`config.mk`:
```
export PLATFORM = sky130hd
export DESIGN_NAME = sub_16bits_pipe
export DESIGN_NICKNAME = d
export VERILOG_FILES = /design/src/rtl/sub_16bits_pipe.sv
export SDC_FILE = /design/constraint.sdc
export NUM_CORES = 1
export LEC_CHECK = 0
export BUFFER_PORTS_ARGS = -buffer_cell sky130_fd_sc_hd__buf_2
export CORE_MARGIN = 5
export CORE_UTILIZATION = 44
export CTS_CLUSTER_SIZE = 40
export DETAILED_ROUTE_END_ITERATION = 6
export PLACE_DENSITY = 0.68
export SLEW_MARGIN = 10
export SYNTH_ARGS = -nofsm -noshare
export SYNTH_HDL_FRONTEND = slang
export SYNTH_SLANG_ARGS = --single-unit
```
`constraint.sdc`:
```
create_clock -name clk -period 2.57 [get_ports clk]
set_clock_uncertainty 0.15 [all_clocks]
set_input_delay 0.1285 -clock clk [delete_from_list [all_inputs] [get_ports clk]]
set_output_delay 0.1285 -clock clk [all_outputs]
set_load 0.05 [all_outputs]
```
`src/rtl/sub_16bits_pipe.sv`:
```
// Two-stage pipelined 16-bit subtractor (x - y - b_in) behind a valid/ready handshake.
// Optional: define SUB_SAT_EN to clamp signed overflow to 16'h7FFF / 16'h8000.

module sub_cla_slice #(
    parameter int W = 8
) (
    input  logic [W-1:0] i_a,
    input  logic [W-1:0] i_b,
    input  logic         i_c,
    output logic [W-1:0] o_sum,
    output logic         o_c
);
    // Each carry is a flat OR of generate terms gated by propagate products (look-ahead, no ripple chain).
    always_comb begin
        logic [W-1:0] g;
        logic [W-1:0] p;
        logic [W:0]   c;
        logic         acc;
        logic         prod;
        g    = i_a & i_b;
        p    = i_a ^ i_b;
        c    = '0;
        c[0] = i_c;
        acc  = 1'b0;
        prod = 1'b0;
        for (int i = 0; i < W; i++) begin
            acc  = g[i];
            prod = p[i];
            for (int j = i - 1; j >= 0; j--) begin
                acc  = acc | (prod & g[j]);
                prod = prod & p[j];
            end
            c[i+1] = acc | (prod & i_c);
        end
        o_sum = p ^ c[W-1:0];
        o_c   = c[W];
    end
endmodule

module sub_16bits_pipe #(
    parameter int LO_W = 8
) (
    input  logic        clk,
    input  logic        rst_n,
    input  logic        in_valid,
    output logic        in_ready,
    input  logic [15:0] x,
    input  logic [15:0] y,
    input  logic        b_in,
    output logic        out_valid,
    input  logic        out_ready,
    output logic [15:0] d,
    output logic        b_out,
    output logic        ovf
);
    localparam int HI_W = 16 - LO_W;

    logic [2:1]      r_vld_pipe;
    logic [LO_W-1:0] r_s1_dlo;
    logic            r_s1_bor;
    logic [HI_W-1:0] r_s1_xhi;
    logic [HI_W-1:0] r_s1_yhi;

    logic            w_s1_adv;
    logic            w_s2_adv;
    logic            w_s1_load;
    logic            w_s2_load;
    logic [LO_W-1:0] w_lo_sum;
    logic            w_lo_c;
    logic [HI_W-1:0] w_hi_sum;
    logic            w_hi_c;
    logic [15:0]     w_d_wrap;
    logic [15:0]     w_d_res;
    logic            w_ovf;
    logic            w_x15;

    assign w_s2_adv  = !r_vld_pipe[2] || out_ready;
    assign w_s1_adv  = !r_vld_pipe[1] || w_s2_adv;
    assign w_s1_load = in_valid && w_s1_adv;
    assign w_s2_load = r_vld_pipe[1] && w_s2_adv;
    assign in_ready  = w_s1_adv;
    assign out_valid = r_vld_pipe[2];

    // Subtraction as x + ~y + ~b_in; carry and borrow are complements of each other.
    sub_cla_slice #(.W(LO_W)) u_lo (
        .i_a   (x[LO_W-1:0]),
        .i_b   (~y[LO_W-1:0]),
        .i_c   (~b_in),
        .o_sum (w_lo_sum),
        .o_c   (w_lo_c)
    );

    sub_cla_slice #(.W(HI_W)) u_hi (
        .i_a   (r_s1_xhi),
        .i_b   (~r_s1_yhi),
        .i_c   (~r_s1_bor),
        .o_sum (w_hi_sum),
        .o_c   (w_hi_c)
    );

    assign w_x15    = r_s1_xhi[HI_W-1];
    assign w_d_wrap = {w_hi_sum, r_s1_dlo};
    assign w_ovf    = (w_x15 != r_s1_yhi[HI_W-1]) && (w_d_wrap[15] != w_x15);

`ifdef SUB_SAT_EN
    assign w_d_res = w_ovf ? (w_x15 ? 16'h8000 : 16'h7FFF) : w_d_wrap;
`else
    assign w_d_res = w_d_wrap;
`endif

    always_ff @(posedge clk) begin
        if (!rst_n) begin
            r_vld_pipe <= '0;
            r_s1_dlo   <= '0;
            r_s1_bor   <= 1'b0;
            r_s1_xhi   <= '0;
            r_s1_yhi   <= '0;
            d          <= '0;
            b_out      <= 1'b0;
            ovf        <= 1'b0;
        end else begin
            if (w_s1_adv)
                r_vld_pipe[1] <= in_valid;
            if (w_s1_load) begin
                r_s1_dlo <= w_lo_sum;
                r_s1_bor <= ~w_lo_c;
                r_s1_xhi <= x[15:LO_W];
                r_s1_yhi <= y[15:LO_W];
            end
            if (w_s2_adv)
                r_vld_pipe[2] <= r_vld_pipe[1];
            if (w_s2_load) begin
                d     <= w_d_res;
                b_out <= ~w_hi_c;
                ovf   <= w_ovf;
            end
        end
    end
endmodule

```
==> metrics.cfg, run 1 <==
[run_status]
status=finished, final reports clean

[clocking]
clk_latency_ns=0.30
clock-sinks=45
cts_root_buf=clkbuf_8
cts_tree=done
cts_buffer_depth=2
cts_resized=0
clk_pin_slew_ns=0.09
htreeDepth=2
cts_buffers=5

[final_layout]
drive_above_1_share_pct=20.5
layout_common_cells=68 x nand2_1, 56 x buf_2, 45 x dfxtp_1, 37 x a21oi_1, 24 x inv_1
syn_to_final_growth_pct=26.6
nets=419
antenna_cells=0
final_common_cell=nand2_1

[placed_design]
post-dp-hpwl_um=4040
port_buffers=56
routabilityCongestion=0.837
place_ws_ns=0.404

[timing]
setup_viol=0
min_period_over_period_pct=86.2
tns_ns=0
drv_slew=0
tightest_slew_ns=0.675
min_period_ns=2.22
fin_ws_ns=0.355
relSlewSlack_pct=54.9
rsz0062_at_grt=false
finalHoldViolations=0
fmax_ghz=0.451

[detailed_routing]
drt-pass1-iter-count=4
via_count=2210
avgViaCountPerCell=5.08
drc=0
drtIter0Drc=104
ant_nets=0
finalWirelength_um=5520
post_drt_wl_per_cell_um=12.7

[synth]
synth-main-ff-cell=dfxtp_1
syn_nets=348
avgSynthCellArea_um2=7.99
syn_area_mm2=0.00234
ys_seq_area_share_pct=38.5
synth.distinct_cells=42
async_flop_share_pct=0
ys_seq_elements=45
ys_warn_count=0
syn_inst=293
synth_enable_flop_cells=0

[floorplan]
fp-row-count=26
coreArea_mm2=0.00514
start_util_pct=45.5
die_y_um=82.9
die_area_mm2=0.00688
die_w_um=82.9
ios=57

[critical_path]
required_ns=2.60
crit_fanout=6
crit_chain=inv_1 > ha_1 > nor2b_1 > o31a_4 > o211a_1 > a2111oi_0 > o41ai_1
slowest_stage=a2111oi_0
critPathCapture=d[13]
reg2regPathDepth=7
worstSetupStartpointType=register
cpPeakStageDelay_ns=0.44
r2r_end=d[13]
reg2reg_slack_ns=0.35
end_kind=register
cp.arrival_ns=2.24
crit_type=register to register
r2r_start=r_s1_yhi[0]
cp-startpoint=r_s1_yhi[0]

[global_route]
grt_max_degree=21
antenna_found_initial=0
grt_pass1_wl_um=9800
overflow=0
grt_pass1_vias=2227
grt_usage_pct=16.8

[pwr]
clock_power_share_pct=28.2
p_sw_share_pct=31.5
power_per_cell_area_mw_per_mm2=557
p_leak_nw=1.29
p_int_w=0.00113
combPwrFrac_pct=25.0
ir_drop_uv=273
p_seq_share_pct=46.8
switching_power_w=0.000519

[flow_run]
max_cap_violations=0

[hold_path]
min_path_type=primary input to register

## critical path, delay by kind of cell, from the launching register on
family	cells	cell delay, ns
simple gates	1	0.15
fa+ha+maj	1	0.26
flops	1	0.38
compound gates	4	1.08
buf+inv	1	0.06
## synth_stat cells (3+ instances only)
cell | number | area, um^2
buf_2 | 6 | 30.0
nand3_1 | 10 | 50.1
nor3_1 | 6 | 30.0
o31ai_1 | 3 | 22.5
nor2b_1 | 3 | 18.8
nand2_1 | 68 | 255
nor4b_1 | 3 | 26.3
o21ai_0 | 6 | 30.0
clkbuf_1 | 8 | 30.0
inv_1 | 24 | 90.1
o311ai_0 | 3 | 26.3
ha_1 | 16 | 200
nor2_1 | 6 | 22.5
o21a_1 | 8 | 60.1
a21oi_1 | 38 | 190
a2111oi_0 | 3 | 26.3
dfxtp_1 | 45 | 901
## stage by stage
step           instances  util (%)  total power, W  hold slack, ns  area (um^2)
2_1_floorplan        293         -         0.00108           0.114         2340
3_3_place_gp         409      52.2         0.00117           0.219         2690
3_5_place_dp         409      52.2         0.00118           0.223         2690
4_1_cts              435      57.6         0.00167          0.0270         2960
5_1_grt              435      57.6         0.00175          0.0519         2960
6_report             435      57.6         0.00165          0.0370         2960
## state kept, by name (all words and copies together), names as in the netlist
name,count
d,16
r_s1_dlo,8
r_s1_xhi,8
r_s1_yhi,8
r_vld_pipe,2
b_out,1
ovf,1
r_s1_bor,1
## final cells by class
| cell class | count | area [um^2] |
|---|---|---|
| fill | 518 | 2180 |
| clock buffer | 6 | 82.6 |
| multi-input combinational | 209 | 1290 |
| sequential | 45 | 901 |
| inverter | 24 | 90.1 |
| tap | 70 | 87.6 |
| clock inverter | 2 | 13.8 |
| timing repair buffer | 79 | 498 |
## how the worst min path moves through the flow
stage	from	endpoint	slack (ns)	cells past startpoint
2_1_floorplan	y[9]	r_s1_yhi[1]	0.11	2
3_3_place_gp	y[11]	r_s1_yhi[3]	0.22	3
3_5_place_dp	x[9]	r_s1_xhi[1]	0.22	3
4_1_cts	b_in	r_s1_dlo[0]	0.03	3
5_1_grt	b_in	r_s1_dlo[0]	0.05	3
6_report	b_in	r_s1_dlo[0]	0.04	3
## timing repair
action                                 CTS  global route
hold buffers                            18             0
endpoints found under the hold margin   18             0
setup buffers                            0             0
## power groups by stage
stage	registers (W)	logic [W]	clock network, W
2_1_floorplan	0.000846	0.000231	0
3_3_place_gp	0.000787	0.000385	0
3_5_place_dp	0.000788	0.000392	0
4_1_cts	0.000772	0.000414	0.000481
5_1_grt	0.000780	0.000460	0.000509
6_report	0.000772	0.000413	0.000465
## kinds of logic after synthesis
logic type,Yosys count,share of synthesized area (%)
fa+ha+maj,18,10.3
flops,45,38.5
xor+xnor,2,0.749
buf+inv,39,6.58
compound gates,77,21.9
simple gates,112,22.0
## per-layer routing
| metal | global-route usage [%] | up-vias | wire length (um) |
|---|---|---|---|
| li1 | - | 1158 | - |
| met1 | 19.7 | 994 | 2580 |
| met2 | 29.8 | 50 | 2620 |
| met3 | 4.16 | 8 | 248 |
| met4 | 5.35 | 0 | 72 |
| met5 | 0 | - | 0 |
Power figures use the tool's default switching activity.
==> inputs of run 2 (changes only) <==
Settings changed: ABC_AREA from default to 1, PLACE_DENSITY 0.68 to 0.67.
==> metrics.cfg, run 2 <==
[clocking]
post-cts-setup-buffer-count=0  ; unchanged
htreeDepth=2  ; unchanged
clk_pin_slew_ns=0.08  ; was 0.09 ns
clock-sinks=45  ; unchanged
cts_resized=0  ; unchanged
cts_buffer_depth=2  ; unchanged
clk_latency_ns=0.30  ; about the same
cts_tree=done  ; unchanged
cts_buffers=5  ; unchanged
cts_hold_buffers=16  ; was 18
cts_root_buf=clkbuf_8  ; unchanged

[synth]
yosysTopAreaCell=dfxtp_1  ; unchanged
synth.distinct_cells=31  ; was 42
synth-main-ff-cell=dfxtp_1  ; unchanged
syn_area_mm2=0.00263  ; was 0.00234 mm^2
syn_inst=375  ; was 293
yosys-top-cells-count=69 x inv_1, 47 x nand2_1, 45 x dfxtp_1  ; was 68 x nand2_1, 45 x dfxtp_1, 38 x a21oi_1
ys_warn_count=0  ; unchanged
synthTopCellsByArea=dfxtp_1 34%, inv_1 9.9%, ha_1 7.6%, nand2_1 6.7%, a21oi_1 6.1%  ; was dfxtp_1 39%, nand2_1 11%, ha_1 8.6%, a21oi_1 8.1%, inv_1 3.9%
ys_seq_elements=45  ; unchanged
async_flop_share_pct=0  ; unchanged
synth.most_common_cell=inv_1  ; was nand2_1
ys_seq_area_share_pct=34.3  ; was 38.5%
avgSynthCellArea_um2=7.00  ; was 7.99 um^2
synth_enable_flop_cells=0  ; unchanged
syn_nets=430  ; was 348
yosys.area.top_type_share_pct=34.3  ; was 38.5%

[detailed_routing]
finalWirelength_um=5860  ; was 5520 um
post_drt_wl_per_cell_um=11.4  ; was 12.7 um
via_count=2457  ; was 2210
drc=0  ; unchanged
drtIter0Drc=97  ; was 104
avgViaCountPerCell=4.76  ; was 5.08
ant_nets=0  ; unchanged
drt-pass1-iter-count=5  ; was 4

[pwr]
p_sw_share_pct=31.6  ; was 31.5%
p_seq_share_pct=39.8  ; was 46.8%
ir_drop_uv=271  ; was 273 uV
combPwrFrac_pct=28.0  ; was 25.0%
clock_power_share_pct=32.2  ; was 28.2%
switching_power_w=0.000617  ; was 0.000519 W
power_per_cell_area_mw_per_mm2=605  ; was 557 mW/mm^2
p_int_w=0.00133  ; was 0.00113 W
p_leak_nw=1.69  ; was 1.29 nW
total_power_w=0.00195  ; was 0.00165 W

[placed_design]
port_buffers=56  ; unchanged
dp.cells=492  ; was 409
dpl-instance-area_mm2=0.00293  ; was 0.00269 mm^2
post-dp-hpwl_um=4410  ; was 4040 um
routabilityCongestion=0.907  ; was 0.837

[critical_path]
end_kind=register  ; unchanged
crit_type=register to register  ; unchanged
reg2reg_slack_ns=0.79  ; was 0.35 ns
reg2regPathDepth=9  ; was 7
cp-startpoint=r_s1_yhi[4]  ; was r_s1_yhi[0]
r2r_end=d[13]  ; unchanged
cp.arrival_ns=1.83  ; was 2.24 ns
r2r_start=r_s1_yhi[4]  ; was r_s1_yhi[0]
critPathCapture=d[13]  ; unchanged
worstSetupStartpointType=register  ; unchanged
crit_fanout=7  ; was 6
required_ns=2.63  ; was 2.60 ns

[global_route]
grt_usage_pct=16.3  ; was 16.8%
overflow=0  ; unchanged
antenna_found_initial=0  ; unchanged
grt_max_degree=32  ; was 21
grt_pass1_vias=2304  ; was 2227
grt_pass1_wl_um=9980  ; was 9800 um

[timing]
tightest_slew_ns=0.536  ; was 0.675 ns
min_period_over_period_pct=69.2  ; was 86.2%
drv_slew=0  ; unchanged
relSlewSlack_pct=64.2  ; was 54.9%
fmax_ghz=0.563  ; was 0.451 GHz
min_period_ns=1.78  ; was 2.22 ns
hold_ws_ns=0.00369  ; was 0.0370 ns
finalHoldViolations=0  ; unchanged
rsz0062_at_grt=false  ; unchanged
tns_ns=0  ; unchanged
setup_viol=0  ; unchanged

[hold_path]
min_path_type=primary input to register  ; unchanged

[final_layout]
final_common_cell=inv_1  ; was nand2_1
syn_to_final_growth_pct=22.8  ; was 26.6%
final_cells=516  ; was 435
largest_reg_flops=16  ; unchanged
drive_above_1_share_pct=18.8  ; was 20.5%
design_area_mm2=0.00322  ; was 0.00296 mm^2
top_register=d  ; unchanged
nets=495  ; was 419
layout_common_cells=69 x inv_1, 56 x buf_2, 47 x nand2_1, 45 x dfxtp_1, 39 x nor2_1  ; was 68 x nand2_1, 56 x buf_2, 45 x dfxtp_1, 37 x a21oi_1, 24 x inv_1
antenna_cells=0  ; unchanged

[floorplan]
ios=57  ; unchanged
coreArea_mm2=0.00585  ; was 0.00514 mm^2
die_area_mm2=0.00761  ; was 0.00688 mm^2
die_w_um=87.2  ; was 82.9 um
start_util_pct=44.9  ; was 45.5%
die_y_um=87.2  ; was 82.9 um
fp-row-count=28  ; was 26

[run_status]
status=finished, final reports clean  ; unchanged

[flow_run]
max_cap_violations=0  ; unchanged

[run 2: final cells by class]
class | instances | area (um^2)
Clock inverter | 3 | 65.1
Tap cell | 75 | 93.8
Clock buffer | 5 | 68.8
Timing Repair Buffer | 73 | 460
Sequential cell | 45 | 901
Inverter | 72 | 270
Multi-Input combinational cell | 243 | 1370
Fill cell | 565 | 2630
[run 2: worst max-delay path, cell delays in order, from the launching register on]
cell,delay (ns)
dfxtp_1,0.31
inv_1,0.04
ha_1,0.39
inv_1,0.10
nor3_1,0.30
nor3_1,0.08
nand4_1,0.08
nand3_1,0.11
nand2_1,0.09
inv_1,0.04
[run 2: how the worst min path moves through the flow]
stage	from	to	slack (ns)	cells past startpoint
after floorplan	x[9]	r_s1_xhi[1]	0.14	2
after global placement	x[10]	r_s1_xhi[2]	0.23	3
after detailed placement	x[10]	r_s1_xhi[2]	0.24	3
after CTS	y[9]	r_s1_yhi[1]	0.02	3
after global routing	y[9]	r_s1_yhi[1]	0.03	3
final	y[9]	r_s1_yhi[1]	0.004	3
[run 2: power by group through the flow]
| stage | logic [W] | registers, W | clock network [W] |
|---|---|---|---|
| floorplan | 0.000336 | 0.000869 | 0 |
| global placement | 0.000525 | 0.000792 | 0 |
| detailed placement | 0.000530 | 0.000793 | 0 |
| CTS | 0.000550 | 0.000777 | 0.000647 |
| global route | 0.000622 | 0.000783 | 0.000674 |
| finish | 0.000546 | 0.000777 | 0.000629 |
[run 2: cell families (layout without fill, tap and decap cells)]
kind of cell / count (synthesis) / in the layout / share of synthesized area (%)
compound gates: 71 / 71 / 14.1
xor+xnor: 6 / 6 / 2.00
fa+ha+maj: 18 / 18 / 9.15
buf+inv: 87 / 153 / 13.7
flops: 45 / 45 / 34.3
simple gates: 148 / 148 / 26.7
[run 2: routing by layer]
layer	GRT usage, %	vias to the layer above	wire, um
met5	0	-	0
met3	3.03	6	354
met2	28.6	57	2820
met4	5.02	0	65
li1	-	1326	-
met1	20.2	1068	2620
[run 2: through the flow]
stage | setup slack [ns] | utilization, %
after floorplan | 0.549 | -
after global placement | 0.824 | 50.1
after detailed placement | 0.812 | 50.1
after CTS | 0.796 | 55.1
after global routing | 0.609 | 55.1
final | 0.793 | 55.1
==> inputs of run 3 (changes only) <==
Settings changed: PLACE_DENSITY 0.67 to 0.69.
Clock period 2.57 ns to 1.4 ns, I/O delays scaled along.
==> metrics.cfg, run 3 (synthesis results as in run 2) <==
[timing]
drv_slew=0  ; unchanged
hold_ws_ns=-0.0340  ; was 0.00369 ns
finalHoldViolations=1  ; was 0
min_period_ns=1.71  ; was 1.78 ns
relSlewSlack_pct=64.3  ; was 64.2%
min_period_over_period_pct=122  ; was 69.2%
rsz0062_at_grt=true  ; was false
setup_viol=8  ; was 0
tightest_slew_ns=0.535  ; was 0.536 ns
fin_ws_ns=-0.315  ; was 0.793 ns
fmax_ghz=0.583  ; was 0.563 GHz

[placed_design]
port_buffers=56  ; unchanged
routabilityCongestion=0.908  ; was 0.907
post-dp-hpwl_um=5060  ; was 4410 um
dp.cells=531  ; was 492
place_ws_ns=-0.282  ; was 0.812 ns

[detailed_routing]
via_count=2813  ; was 2457
finalWirelength_um=7340  ; was 5860 um
drc=0  ; unchanged
drtIter0Drc=172  ; was 97
avgViaCountPerCell=5.00  ; was 4.76
ant_nets=0  ; unchanged
post_drt_wl_per_cell_um=13.0  ; was 11.4 um
drt-pass1-iter-count=5  ; unchanged

[final_layout]
syn_to_final_growth_pct=48.1  ; was 22.8%
drive_above_1_share_pct=38.7  ; was 18.8%
top_register=d  ; unchanged
final_cells=563  ; was 516
antenna_cells=0  ; unchanged
final_common_cell=inv_1  ; unchanged
layout_common_cells=61 x inv_1, 56 x buf_2, 45 x buf_4, 42 x nand2_1  ; was 69 x inv_1, 56 x buf_2, 47 x nand2_1, 45 x dfxtp_1, 39 x nor2_1
largest_reg_flops=16  ; unchanged
nets=542  ; was 495

[critical_path]
cpPeakStageDelay_ns=0.33  ; was 0.39 ns
critPathBufInv=1  ; was 3
cp-startpoint=r_s1_yhi[4]  ; unchanged
worstSetupPathDepth=9  ; unchanged
required_ns=1.41  ; was 2.63 ns
cp_top_family=simple AND/OR/NAND/NOR gates  ; unchanged
crit_chain=inv_2 > ha_4 > nand3_4 > nor2_4 > nand4_1 > nand3_2 > nand2_1 > nand2_1 > a21oi_1  ; was inv_1 > ha_1 > inv_1 > nor3_1 > nor3_1 > nand4_1 > nand3_1 > nand2_1 > inv_1
r2r_start=r_s1_yhi[4]  ; unchanged
reg2regPathDepth=9  ; unchanged
end_kind=register  ; unchanged
crit_type=register to register  ; unchanged
worstSetupStartpointType=register  ; unchanged
crit_top_cell=nand2_1  ; was inv_1
crit_fanout=6  ; was 7
reg2reg_slack_ns=-0.31  ; was 0.79 ns
r2r_end=b_out  ; was d[13]
slowest_stage=dfxtp_2  ; was ha_1
critPathCapture=b_out  ; was d[13]
cp.arrival_ns=1.72  ; was 1.83 ns

[floorplan]
die_y_um=87.2  ; unchanged
ios=57  ; unchanged
die_w_um=87.2  ; unchanged
start_util_pct=44.9  ; unchanged
fp-row-count=28  ; unchanged
coreArea_mm2=0.00585  ; unchanged
die_area_mm2=0.00761  ; unchanged

[clocking]
clock-sinks=45  ; unchanged
cts_hold_buffers=17  ; was 16
clk_latency_ns=0.30  ; about the same
htreeDepth=2  ; unchanged
cts_buffers=5  ; unchanged
cts_root_buf=clkbuf_8  ; unchanged
cts_tree=done  ; unchanged
clk_pin_slew_ns=0.09  ; was 0.08 ns
cts_buffer_depth=2  ; unchanged

[hold_path]
min_path_type=primary input to register  ; unchanged
hp-start=out_ready  ; was y[9]

[flow_run]
max_cap_violations=0  ; unchanged

[global_route]
grt_max_degree=31  ; was 32
overflow=0  ; unchanged
grt_pass1_wl_um=11900  ; was 9980 um
antenna_found_initial=0  ; unchanged
grt_pass1_vias=2814  ; was 2304
grt_usage_pct=19.5  ; was 16.3%

[run_status]
violations=negative hold slack, negative setup slack
status=complete, but fails checks  ; was finished, final reports clean

[pwr]
ir_drop_uv=503  ; was 271 uV
power_per_cell_area_mw_per_mm2=972  ; was 605 mW/mm^2
p_leak_nw=1.94  ; was 1.69 nW

==> run 3: changes by cell type in the layout (fill, tap and decap cells not counted), moves of 4 or more <==
cell / before / now
inv_2: 3 / 9
dfxtp_1: 45 / 33
ha_4: 0 / 10
nand2_1: 47 / 42
nand3_2: 4 / 14
inv_1: 69 / 61
nor2_4: 1 / 5
nand3_1: 32 / 19
buf_4: 0 / 45
dfxtp_2: 0 / 11
nor2_1: 39 / 33
ha_1: 16 / 4
==> run 3: worst reg2reg max path, delay by kind of cell (launching register included) <==
kind	cells	cell delay [ns]
AOI/OAI and AO/OA	1	0.07
buffers and inverters	1	0.04
DFF	1	0.33
and+or+nand+nor	6	0.66
adders and majority gates	1	0.31
==> run 3: worst min-delay path by stage <==
stage                     slack (ns)  cells after the start       endpoint
after global placement          0.17                      3    r_s1_xhi[5]
after floorplan                 0.08                      2    r_s1_xhi[1]
after global routing           -0.02                      4  r_vld_pipe[1]
after CTS                      -0.05                      4  r_vld_pipe[1]
after detailed placement        0.19                      3    r_s1_xhi[2]
final                          -0.03                      4  r_vld_pipe[1]
==> run 3: layer usage <==
layer | vias up | track usage, % | wire length [um]
met5 | - | 0 | 0
li1 | 1429 | - | -
met1 | 1261 | 22.5 | 2910
met2 | 95 | 35.0 | 3720
met3 | 28 | 2.55 | 418
met4 | 0 | 9.62 | 299
==> run 3: power by group <==
| group | switching, W | internal (W) | total [W] |
|---|---|---|---|
| clock network | 0.000443 | 0.000464 | 0.000907 |
| logic | 0.000817 | 0.000612 | 0.00143 |
| registers | 0.0000597 | 0.00139 | 0.00145 |
| total | 0.00132 | 0.00246 | 0.00378 |
==> run 3: per-stage QoR <==
stage | instance area [um^2] | TNS (ns) | total power [W] | utilization, %
floorplan | 2750 | -1.55 | 0.00228 | -
global placement | 3330 | -2.43 | 0.00261 | 57.0
detailed placement | 3330 | -3.05 | 0.00264 | 57.0
CTS | 3770 | -1.38 | 0.00368 | 64.4
global route | 3890 | -2.74 | 0.00401 | 66.5
finish | 3890 | -1.88 | 0.00378 | 66.5
==> run 3: what timing repair did <==
item,CTS,global route
pin swaps,14,12
buffers inserted,5,2
endpoints found under the hold margin,18,1
gates resized for setup,36,25
endpoints found under the setup margin,9,33
==> run 3: cell type report <==
| class | instances | area, um^2 |
|---|---|---|
| clock buffer | 7 | 97.6 |
| clock inverter | 1 | 8.76 |
| fill | 493 | 1960 |
| inverter | 72 | 275 |
| multi-input combinational | 243 | 1680 |
| sequential | 45 | 918 |
| tap | 75 | 93.8 |
| timing repair buffer | 120 | 820 |
